==> config.mk <==
export PLATFORM = sky130hd
export DESIGN_NAME = sram_ecc_scrubber
export DESIGN_NICKNAME = d
export VERILOG_FILES = /design/src/rtl/sram_ecc_scrubber.sv
export SDC_FILE = /design/constraint.sdc
export NUM_CORES = 1
export LEC_CHECK = 0
export ABC_AREA = 1
export ABC_CLOCK_PERIOD_IN_PS = 4300
export BUFFER_PORTS_ARGS = -buffer_cell sky130_fd_sc_hd__buf_2
export CAP_MARGIN = 20
export CORE_MARGIN = 1.5
export CORE_UTILIZATION = 52
export CTS_CLUSTER_SIZE = 40
export DETAILED_ROUTE_END_ITERATION = 6
export HOLD_SLACK_MARGIN = 0.06
export PLACE_DENSITY_LB_ADDON = 0.25
export SYNTH_ARGS = -nofsm -noshare
export SYNTH_HDL_FRONTEND = slang
export SYNTH_SLANG_ARGS = --single-unit
==> constraint.sdc <==
create_clock -name i_clk -period 4.3 [get_ports i_clk]
set_input_delay 0.43 -clock i_clk [delete_from_list [all_inputs] [get_ports i_clk]]
set_output_delay 0.43 -clock i_clk [all_outputs]
set_load 0.02 [all_outputs]
==> src/rtl/sram_ecc_scrubber.sv <==
// Background ECC scrub controller: walks every SRAM word, counts decoder errors and
// optionally writes corrected data back (write-back exists only when SCRUB_WB_EN is defined).
module sram_ecc_scrubber #(
    parameter int unsigned WDTH   = 34,
    parameter int unsigned AW     = 10,
    parameter int unsigned DEPTH  = 1024,
    parameter int unsigned RD_LAT = 1,
    parameter int unsigned INTV_W = 16
) (
    input  logic              i_clk,
    input  logic              i_rst_n,
    input  logic              i_en,
    input  logic [INTV_W-1:0] i_intv,
    input  logic              i_clr_cnt,
    output logic              o_req,
    output logic              o_we,
    output logic [AW-1:0]     o_addr,
    output logic [WDTH-1:0]   o_wdata,
    input  logic              i_gnt,
    input  logic [WDTH-1:0]   i_dec_data,
    input  logic              i_dec_err_detect,
    input  logic              i_dec_err_multpl,
    output logic              o_busy,
    output logic              o_pass_done,
    output logic [15:0]       o_cor_cnt,
    output logic [15:0]       o_unc_cnt,
    output logic              o_unc_vld,
    output logic [AW-1:0]     o_unc_addr
);

    localparam int unsigned LAT_W = (RD_LAT > 1) ? $clog2(RD_LAT) : 1;

    typedef enum logic [2:0] {
        S_IDLE,
        S_WAIT,
        S_RD_REQ,
        S_RD_WAIT,
`ifdef SCRUB_WB_EN
        S_WB_REQ,
`endif
        S_NEXT
    } state_t;

    state_t              state;
    state_t              state_next;
    logic [INTV_W-1:0]   intv_cnt;
    logic [LAT_W-1:0]    lat_cnt;
    logic [AW-1:0]       addr;
    logic [WDTH-1:0]     wdata;
    logic [15:0]         cor_cnt;
    logic [15:0]         unc_cnt;
    logic                unc_vld;
    logic [AW-1:0]       unc_addr;
    logic                req_q;
    logic                busy_q;
    logic                pass_q;

    logic                load_intv;
    logic                load_lat;
    logic                sample;
    logic                advance;
    logic                cor_hit;
    logic                unc_hit;

    assign cor_hit = sample && i_dec_err_detect && !i_dec_err_multpl;
    assign unc_hit = sample && i_dec_err_multpl;

    always_ff @(posedge i_clk or negedge i_rst_n) begin
        if (!i_rst_n) begin
            state <= S_IDLE;
        end else begin
            state <= state_next;
        end
    end

    always_comb begin
        state_next = state;
        load_intv  = 1'b0;
        load_lat   = 1'b0;
        sample     = 1'b0;
        advance    = 1'b0;
        case (state)
            S_IDLE: begin
                if (i_en) begin
                    load_intv  = 1'b1;
                    state_next = S_WAIT;
                end
            end
            S_WAIT: begin
                if (intv_cnt == '0) begin
                    state_next = S_RD_REQ;
                end
            end
            S_RD_REQ: begin
                if (i_gnt) begin
                    load_lat   = 1'b1;
                    state_next = S_RD_WAIT;
                end
            end
            S_RD_WAIT: begin
                if (lat_cnt == '0) begin
                    sample     = 1'b1;
                    state_next = S_NEXT;
`ifdef SCRUB_WB_EN
                    if (i_dec_err_detect && !i_dec_err_multpl) begin
                        state_next = S_WB_REQ;
                    end
`endif
                end
            end
`ifdef SCRUB_WB_EN
            S_WB_REQ: begin
                if (i_gnt) begin
                    state_next = S_NEXT;
                end
            end
`endif
            S_NEXT: begin
                advance = 1'b1;
                if (i_en) begin
                    load_intv  = 1'b1;
                    state_next = S_WAIT;
                end else begin
                    state_next = S_IDLE;
                end
            end
            default: begin
                state_next = S_IDLE;
            end
        endcase
    end

    // Request flags are registered from the next state so o_req rises with the request
    // state and holds, unchanged, until the grant edge moves the FSM on.
    always_ff @(posedge i_clk or negedge i_rst_n) begin
        if (!i_rst_n) begin
            req_q    <= 1'b0;
            busy_q   <= 1'b0;
            pass_q   <= 1'b0;
            intv_cnt <= '0;
            lat_cnt  <= '0;
            addr     <= '0;
        end else begin
`ifdef SCRUB_WB_EN
            req_q <= (state_next == S_RD_REQ) || (state_next == S_WB_REQ);
`else
            req_q <= (state_next == S_RD_REQ);
`endif
            busy_q <= (state_next != S_IDLE);
            pass_q <= advance && (addr == AW'(DEPTH - 1));

            if (load_intv) begin
                intv_cnt <= i_intv;
            end else if ((state == S_WAIT) && (intv_cnt != '0)) begin
                intv_cnt <= intv_cnt - 1'b1;
            end

            if (load_lat) begin
                lat_cnt <= LAT_W'(RD_LAT - 1);
            end else if ((state == S_RD_WAIT) && (lat_cnt != '0)) begin
                lat_cnt <= lat_cnt - 1'b1;
            end

            if (advance) begin
                addr <= (addr == AW'(DEPTH - 1)) ? '0 : addr + 1'b1;
            end
        end
    end

    // A clear in the same cycle as an error suppresses that error's count and capture.
    always_ff @(posedge i_clk or negedge i_rst_n) begin
        if (!i_rst_n) begin
            wdata    <= '0;
            cor_cnt  <= '0;
            unc_cnt  <= '0;
            unc_vld  <= 1'b0;
            unc_addr <= '0;
        end else begin
            if (cor_hit) begin
                wdata <= i_dec_data;
            end
            if (i_clr_cnt) begin
                cor_cnt  <= '0;
                unc_cnt  <= '0;
                unc_vld  <= 1'b0;
                unc_addr <= '0;
            end else begin
                if (cor_hit && (cor_cnt != '1)) begin
                    cor_cnt <= cor_cnt + 1'b1;
                end
                if (unc_hit) begin
                    if (unc_cnt != '1) begin
                        unc_cnt <= unc_cnt + 1'b1;
                    end
                    if (!unc_vld) begin
                        unc_vld  <= 1'b1;
                        unc_addr <= addr;
                    end
                end
            end
        end
    end

`ifdef SCRUB_WB_EN
    logic we_q;

    always_ff @(posedge i_clk or negedge i_rst_n) begin
        if (!i_rst_n) begin
            we_q <= 1'b0;
        end else begin
            we_q <= (state_next == S_WB_REQ);
        end
    end

    assign o_we = we_q;
`else
    assign o_we = '0;
`endif

    assign o_req       = req_q;
    assign o_addr      = addr;
    assign o_wdata     = wdata;
    assign o_busy      = busy_q;
    assign o_pass_done = pass_q;
    assign o_cor_cnt   = cor_cnt;
    assign o_unc_cnt   = unc_cnt;
    assign o_unc_vld   = unc_vld;
    assign o_unc_addr  = unc_addr;

endmodule
# == After elaboration in Yosys (flattened, before gate mapping) ==
# Index checks and enable logic that the tools add are counted.
# word_totals
mem_count,0
latchBits,0
rom_bits,0
ff_bits,110
ram_bits,0
out_inout_bits,91
# classes
mul,0
add_sub_neg,5
shifts,0
n_mux,28
eq_ne,9
reduce_logical,20
order_cmp,0
n_div,0
bitwise,0
# ops
cell,count
16-bit 2-to-1 mux,7
10-bit 2-to-1 mux,4
"16-bit by 1-bit adder with 16-bit output, second input constant",2
"16-bit != test, second input constant",2
16-bit logical NOT,1
16-bit nonzero test,1
"16-bit by 1-bit subtractor with 16-bit output, second input constant",1
3-bit one-hot mux with 5 select lines,1
1-bit 2-to-1 mux,12
3-bit 2-to-1 mux,4
"10-bit by 1-bit adder with 10-bit output, second input constant",1
"10-bit equality test, second input constant",1
2-bit nonzero test,5
"3-bit by 2-bit equality test with 1-bit output, second input constant",3
1-bit logical AND,7
2-bit AND reduction,2
"3-bit by 1-bit equality test with 1-bit output, second input constant",1
"3-bit equality test, second input constant",1
3-bit logical NOT,1
3-bit nonzero test,1
"2-bit != test, second input constant",1
2-bit OR reduction,1
1-bit logical NOT,1
"1-bit subtractor, second input constant",1

# == Logic depth before layout (Yosys ltp) ==
# Gate-level depths: netlist of the first run.
# depth
ltp_word,7
depth_mapped,11
mapped_depth_nobuf,10

# == Least setup slack after synthesis of the first run ==
# Ideal clock, no wire load.
# synth_timing
path_type,reg2reg
from,"reg cor_cnt[1], in the netlist o_cor_cnt[1]"
to,"reg cor_cnt[10], in the netlist o_cor_cnt[10]"
path_buffers,1
t_arrival_ns,1.615
period_less_slack_ns,1.680
required_ns,4.235
slack_ns,2.620
setup_time_ns,0.065
stages_incl_launch_ff,11
cell_sequence,dfrtp_1 -> ha_1 -> nand3_1 -> inv_2 -> nand2_2 -> nor2_4 -> nor2_8 -> nor2_8 -> buf_6 -> nand2_1 -> nand2_1
# synth_between
elab_chain_cells,3
# synth_lines
element,line_no,rtl
start: declaration,50,logic [15:0] cor_cnt;
start signal: assignment,189,cor_cnt <= cor_cnt + 1'b1;
16-bit by 1-bit adder with 16-bit output or 16-bit != test (tied branches),"189, 188",
16-bit 2-to-1 mux or 1-bit logical AND (tied branches),188,if (cor_hit && (cor_cnt != '1)) begin
16-bit 2-to-1 mux or 2-bit nonzero test (tied branches),-,
# Several ways; a longest one is shown, not always the timed one. The select of a mux whose other input is x is not followed.
# A chain may end at the register's enable or synchronous reset.

# == Worst setup path in the final report of the first run ==
# layout_timing
from,reg state[0]
to,"reg wdata[25], in the netlist o_wdata[25]"
# layout_between
elab_chain_cells,4
# layout_lines
element,line_no,rtl
start: declaration,44,state_t state;
start signal: assignment,72,state <= state_next;
3-bit by 2-bit equality test with 1-bit output,82,case (state)
1-bit 2-to-1 mux,82,
1-bit logical AND (2 in a row),65,assign cor_hit = sample && i_dec_err_detect && !i_dec_err_multpl;
end signal: assignment,180,wdata <= i_dec_data;
end: declaration,49,logic [WDTH-1:0] wdata;
# No other way between the ends.

==> flow_metrics.py, run 1 <==
metrics = {
    "outcome": {
        "status": "finished, final reports clean",
    },
    "drt": {
        "dr.pass1.iters": 5,
        "highest-signal-layer": "met4",
        "avgViaCountPerCell": 5.14,
        "drc": 0,
        "first_iter_violations": 324,
        "antenna_left": 0,
        "wl_met3_um": 751,
        "wl_per_cell_um": 13.0,
        "met1Wirelength_mm": 5.85,
        "wl_met2_mm": 6.41,
        "routed_wl_mm": 13.2,
        "vias": 5203,
    },
    "critical_path": {
        "cpPeakStageDelay_ns": 0.74,
        "cpMaxStageDelayCell": "clkinv_1",
        "critPathKind": "reg2reg",
        "cp_common_cell": "nand2_1",
        "crit_required_ns": 4.56,
        "cp-end-kind": "register",
        "critPathBufInv": 2,
        "worstPathArrival_ns": 2.53,
        "path_cells": "inv_1 -> nor2_2 -> and2_1 -> nand2_8 -> clkinv_1 -> nand2_1 -> nand2_1",
        "start_kind": "register",
        "crit_fanout": 37,
        "crit_family": "simple AND/OR/NAND/NOR gates",
    },
    "power": {
        "p_comb_share_pct": 4.7,
        "switching_share_pct": 24.3,
        "ir_worst_vdd_uv": 134,
        "p_switching_uw": 430,
        "power.density_mw_per_mm2": 267,
        "pwr-share-seq_pct": 58.8,
        "clkPwrFrac_pct": 36.5,
        "total_leakage_power_uw": 0.00359,
        "cell_internal_pwr_uw": 1340,
    },
    "global_route": {
        "grt_overflow": 0,
        "grt_max_degree": 73,
        "antenna_found_initial": 0,
        "grt_pass1_wl_mm": 21.5,
        "grt_pass1_vias": 4749,
        "track_usage_pct": 23.2,
    },
    "final_layout": {
        "layout_common_cells": "nand2_1, buf_2, dfrtp_1",
        "fill_cells": 912,
        "final_cell_area_mm2": 0.00665,
        "regArea_mm2": 0.00275,
        "layout-drive-gt1-share_pct": 21.8,
        "multi_input_area_mm2": 0.00258,
        "area_delta_synth_final_pct": 17.3,
        "antenna_cells": 0,
        "mostFrequentLayoutCell": "nand2_1",
        "nNetsFinal": 933,
    },
    "clock_tree": {
        "cts_made_buffers": 9,
        "cts_tree": "built",
        "post_cts_resized": 0,
        "cts_root_buffer": "clkbuf_8",
        "clock_latency_ns": 0.37,
        "clk_pin_slew_ns": 0.11,
        "hold_buffers": 0,
        "cts_sinks": 110,
        "post-cts-setup-buffers": 0,
        "clockBufferDepth": 2,
        "htree_levels": 3,
    },
    "timing": {
        "rsz0062_at_grt": "no",
        "min_period_ns": 2.28,
        "relSlewSlack_pct": 40.6,
        "fin_crit_sh_pct": 52.9,
        "clock.fmax_ghz": 0.439,
        "finClkSkew_ns": 0.0173,
        "tns_ns": 0,
        "drv_slew": 0,
        "tightest_slew_ns": 0.891,
        "setup_viol": 0,
        "finalHoldViolCount": 0,
    },
    "synthesis": {
        "synthArstFlopShare_pct": 100,
        "synth_cell_types": 38,
        "yosysTopAreaCellShare_pct": 48.6,
        "synth_top_flop_cell": "dfrtp_1",
        "avgSynthCellArea_um2": 7.72,
        "synth.net_count": 795,
        "synthCells": 734,
        "syn_area_mm2": 0.00567,
        "synth_warnings": 0,
        "synth.largest_area_cell": "dfrtp_1",
        "ys_seq_area_share_pct": 48.6,
        "synth-edff-count": 0,
        "ys_seq_elements": 110,
        "ys_top_cells_by_area": "dfrtp_1, nand2_1, nand3_1",
    },
    "placement": {
        "hpwl_mm": 9.56,
        "routabilityCongestion": 0.909,
        "io_buffers": 146,
        "placed_area_mm2": 0.00645,
    },
    "floorplan": {
        "die_h_um": 107,
        "die_w_um": 107,
        "core_mm2": 0.0105,
        "io_pins": 148,
        "start_util_pct": 54.2,
        "fp-row-count": 37,
        "dieArea_mm2": 0.0115,
    },
    "min_path": {
        "hold_path_class": "in2async",
    },
    "run": {
        "cap_violations": 0,
    },
}
[routing by layer]
metal / track usage, % / vias to the layer above
met5: 0 / -
met2: 39.7 / 164
met4: 6.20 / 0
met1: 30.2 / 2417
met3: 4.42 / 16
li1: - / 2606
[metrics by stage]
stage	std cells	power [µW]	util [%]	setup slack [ns]	hold WS, ns
global route	1013	1840	63.5	1.71	0.226
finish	1013	1770	63.5	2.02	0.159
detailed placement	997	1150	61.6	1.91	0.461
global placement	997	1150	61.6	1.98	0.457
floorplan	734	1100	-	2.62	0.134
CTS	1013	1790	63.5	2.00	0.198
[area by class of cell]
cell class	instances	share of cell area [%]
Sequential cell	110	41.4
Multi-Input combinational cell	550	38.8
Timing Repair Buffer	147	11.1
Inverter	54	3.05
Tap cell	136	2.56
Clock buffer	9	1.86
Clock inverter	7	1.17
[registers in the layout (all words and copies together), names as in the netlist]
signal and flops:
o_wdata 34, o_pass_done 1, o_unc_vld 1, o_cor_cnt 16
o_unc_cnt 16, o_req 1, o_addr 10, intv_cnt 16
state 3, lat_cnt 1, o_busy 1, o_unc_addr 10
[logic make-up after synthesis]
| logic type | synth area share [%] |
|---|---|
| AO/OA/AOI/OAI | 6.51 |
| buffers and inverters | 5.91 |
| adder cells (fa/ha/maj) | 0.883 |
| AND/OR/NAND/NOR | 35.0 |
| other | 0.0661 |
| multiplexers | 0.177 |
| flip-flops | 48.6 |
| XOR/XNOR | 2.94 |
[cells in the mapped netlist, types with 3 or more instances]
library cell and count:
a21oi_1 4, buf_2 6, buf_6 4, clkbuf_1 8, dfrtp_1 110, ha_1 4
inv_1 49, inv_2 3, nand2_1 274, nand2_2 4, nand3_1 68, nand4_1 18
nor2_1 74, nor2_2 3, nor3_1 4, o21ai_0 42, o21ai_1 5, o21ai_2 6
o21bai_1 6, or2_2 3, xor2_1 18
[power groups by stage]
stage,Combinational (µW),Sequential [µW],Clock (µW)
after global routing,94.4,1040,702
after global placement,83.3,1060,0
after floorplan,29.8,1070,0
after CTS,85.6,1040,662
after detailed placement,85.7,1060,0
final,83.5,1040,648
[worst paths after layout]
check | startpoint | to | slack, ns | cells after the start
worst min-delay path | i_rst_n | o_unc_cnt[9] | 0.16 | 1
min in group i_clk | i_dec_data[19] | o_wdata[19] | 0.24 | 3
max in group asynchronous | i_rst_n | o_wdata[7] | 3.11 | 2
worst min register to register | o_wdata[7] | o_wdata[7] | 0.49 | 2
worst max register to register | state[0] | o_wdata[25] | 2.02 | 7
worst max-delay path | state[0] | o_wdata[25] | 2.02 | 7
[worst reg2reg max path, stage by stage (launching register included)]
cell	delay (ns)
dfrtp_1	0.42
inv_1	0.10
nor2_2	0.05
and2_1	0.24
nand2_8	0.26
clkinv_1	0.77
nand2_1	0.27
nand2_1	0.07
Power figures use the tool's default switching activity.
==> run 2: changes to the inputs <==
- ABC_AREA: 1 -> 0
- ABC_CLOCK_PERIOD_IN_PS: 4300 -> 2000
- CORE_UTILIZATION: 52 -> 47
- clock period: 4.3 -> 2 ns (I/O delays scaled with it)
==> flow_metrics.py, run 2 <==
metrics = {
    "clock_tree": {
        "cts_root_buffer": "clkbuf_8",
        "cts_sinks": 110,
        "cts_made_buffers": 9,
        "clk_pin_slew_ns": 0.10,
        "clock_latency_ns": 0.36,
        "cts_tree": "built",
        "clockBufferDepth": 2,
        "htree_levels": 3,
    },
    "timing": {
        "setup_viol": 1,
        "min_period_ns": 2.02,
        "setup_slack_ns": -0.0160,
        "finClkSkew_ns": 0.0108,
        "tightest_slew_ns": 0.637,
        "drv_slew": 0,
        "rsz0062_at_grt": "yes",
        "fin_crit_sh_pct": 101,
        "clock.fmax_ghz": 0.496,
        "finalHoldViolCount": 0,
        "tns_ns": -0.0160,
        "fin_hold_ws_ns": 0.0759,
        "relSlewSlack_pct": 57.3,
    },
    "final_layout": {
        "final_cell_area_mm2": 0.00690,
        "fin_util_pct": 66.6,
        "largest_register_ffs": 34,
        "layout-drive-gt1-share_pct": 39.5,
        "area_delta_synth_final_pct": 36.7,
        "instances_no_fill": 822,
        "layout_common_cells": "buf_2, dfrtp_1, nor2_1",
        "fill_cells": 836,
        "nNetsFinal": 742,
        "antenna_cells": 0,
        "mostFrequentLayoutCell": "buf_2",
    },
    "drt": {
        "avgViaCountPerCell": 5.34,
        "antenna_left": 0,
        "dr.pass1.iters": 4,
        "routed_wl_mm": 12.6,
        "drc": 0,
        "vias": 4391,
        "first_iter_violations": 186,
        "wl_per_cell_um": 15.3,
    },
    "critical_path": {
        "r2r.worst_path.cells": 7,
        "critPathKind": "reg2reg",
        "cp-end-kind": "register",
        "reg2reg_setup_slack_ns": -0.02,
        "worstPathArrival_ns": 2.30,
        "crit_required_ns": 2.29,
        "crit_fanout": 5,
        "start_kind": "register",
        "r2r_end": "intv_cnt[10]",
        "r2r-start": "intv_cnt[1]",
    },
    "placement": {
        "dp_cells": 769,
        "routabilityCongestion": 0.823,
        "hpwl_mm": 8.77,
        "placed_area_mm2": 0.00625,
        "io_buffers": 146,
    },
    "power": {
        "ir_worst_vdd_uv": 375,
        "clkPwrFrac_pct": 35.9,
        "pwr-share-seq_pct": 58.2,
        "switching_share_pct": 22.9,
        "p_comb_share_pct": 5.9,
        "power.density_mw_per_mm2": 556,
        "p_switching_uw": 879,
        "total_leakage_power_uw": 0.00337,
        "cell_internal_pwr_uw": 2960,
    },
    "synthesis": {
        "synth.net_count": 523,
        "syn_area_mm2": 0.00505,
        "ys_top_cells_by_count": "dfrtp_1, nor2_1, mux2_2",
        "synth_cell_types": 50,
        "synth-edff-count": 0,
        "synth.largest_area_cell": "dfrtp_1",
        "ys_seq_elements": 110,
        "yosysMostFrequentCell": "dfrtp_1",
        "synth_top_flop_cell": "dfrtp_1",
        "avgSynthCellArea_um2": 10.9,
        "yosysTopAreaCellShare_pct": 54.5,
        "synthArstFlopShare_pct": 100,
        "synth_warnings": 0,
        "ys_top_cells_by_area": "dfrtp_1, mux2_2, nor2_1",
        "ys_seq_area_share_pct": 54.5,
        "synthCells": 462,
    },
    "floorplan": {
        "core_mm2": 0.0104,
        "io_pins": 148,
        "fp-row-count": 37,
        "die_h_um": 107,
        "dieArea_mm2": 0.0114,
        "die_w_um": 107,
        "start_util_pct": 48.7,
    },
    "global_route": {
        "track_usage_pct": 22.1,
        "grt_overflow": 0,
        "grt_pass1_wl_mm": 20.1,
        "grt_max_degree": 53,
        "antenna_found_initial": 0,
        "grt_pass1_vias": 4336,
    },
    "min_path": {
        "whs_path_depth": 2,
        "hold_end": "o_wdata[26]",
        "hold_path_class": "in2reg",
        "min_from": "i_dec_data[26]",
    },
    "outcome": {
        "status": "finished, violations left",
        "violations": "negative setup slack",
    },
    "run": {
        "cap_violations": 0,
    },
}
==> run 2: cell types whose count changed after synthesis, sizes merged, moves of 10 or more <==
cell	change
nand2	-256
nand3	-51
inv	-47
o21ai	-41
mux2	+34
nor2	-24
xnor2	+23
a21oi	+21
nor3	+11
nor4	+11
a22o	+10
==> run 2: timing repair <==
action | 4_1_cts | 5_1_grt
hold buffers | 29 | 1
endpoints found under the setup margin | 5 | 28
setup buffers | 4 | 3
resized for setup | 6 | 16
hold endpoints to repair | 67 | 1
pin swaps | 4 | 11
==> run 2: worst max-delay path by stage <==
stage | start | endpoint | slack (ns) | cells past startpoint
floorplan | o_unc_cnt[0] | o_unc_cnt[15] | -0.10 | 7
global placement | intv_cnt[0] | intv_cnt[10] | -0.08 | 7
detailed placement | intv_cnt[0] | intv_cnt[10] | -0.15 | 7
CTS | intv_cnt[1] | intv_cnt[10] | -0.05 | 7
global route | intv_cnt[1] | intv_cnt[10] | -0.11 | 7
finish | intv_cnt[1] | intv_cnt[10] | -0.02 | 7
==> run 2: logic make-up (layout without fill, tap and decap cells) <==
kind of cell / Yosys count / count (layout) / share of synthesized area (%)
compound gates: 64 / 64 / 8.08
flops: 110 / 110 / 54.5
fa+ha+maj: 4 / 4 / 0.992
simple gates: 187 / 187 / 19.6
other cells: 1 / 1 / 0.0743
mux: 37 / 37 / 8.18
xor+xnor: 38 / 38 / 6.59
buf+inv: 21 / 245 / 1.91
==> run 2: metrics by stage <==
step	setup slack (ns)	total power (µW)
5_1_grt	-0.115	3990
3_3_place_gp	-0.0799	2460
4_1_cts	-0.0482	3880
3_5_place_dp	-0.150	2460
6_report	-0.0160	3840
2_1_floorplan	-0.102	2330
==> run 2: final cells by class <==
class                   count  area (µm²)  area share (%)
well taps                 136         170            2.47
clock inverters             6        68.8           0.997
inverters                   5        18.8           0.272
flip-flops and latches    110        2760            39.9
clock buffers              10         138            1.99
multi-input cells         331        2320            33.7
repair buffers            224        1430            20.7
==> run 2: critical path, cell delays in order (launching register included) <==
cell	delay, ns
dfrtp_1	0.43
inv_1	0.07
ha_2	0.16
or4b_4	0.50
nor4_4	0.26
nand4b_1	0.20
xor2_1	0.18
a21oi_1	0.13
==> run 2: power by group through the flow <==
stage / Combinational (µW) / Sequential (µW) / Clock [µW]
2_1_floorplan: 38.6 / 2290 / 0
3_3_place_gp: 179 / 2280 / 0
3_5_place_dp: 183 / 2280 / 0
4_1_cts: 228 / 2240 / 1420
5_1_grt: 252 / 2240 / 1500
6_report: 227 / 2240 / 1380
==> run 2: routing by layer <==
metal	GRT usage, %	share of wire [%]	wire length (µm)
met4	8.86	2.4	299
met1	27.5	41	5180
met3	3.28	3.8	483
met5	0	0	0
met2	38.5	53	6620
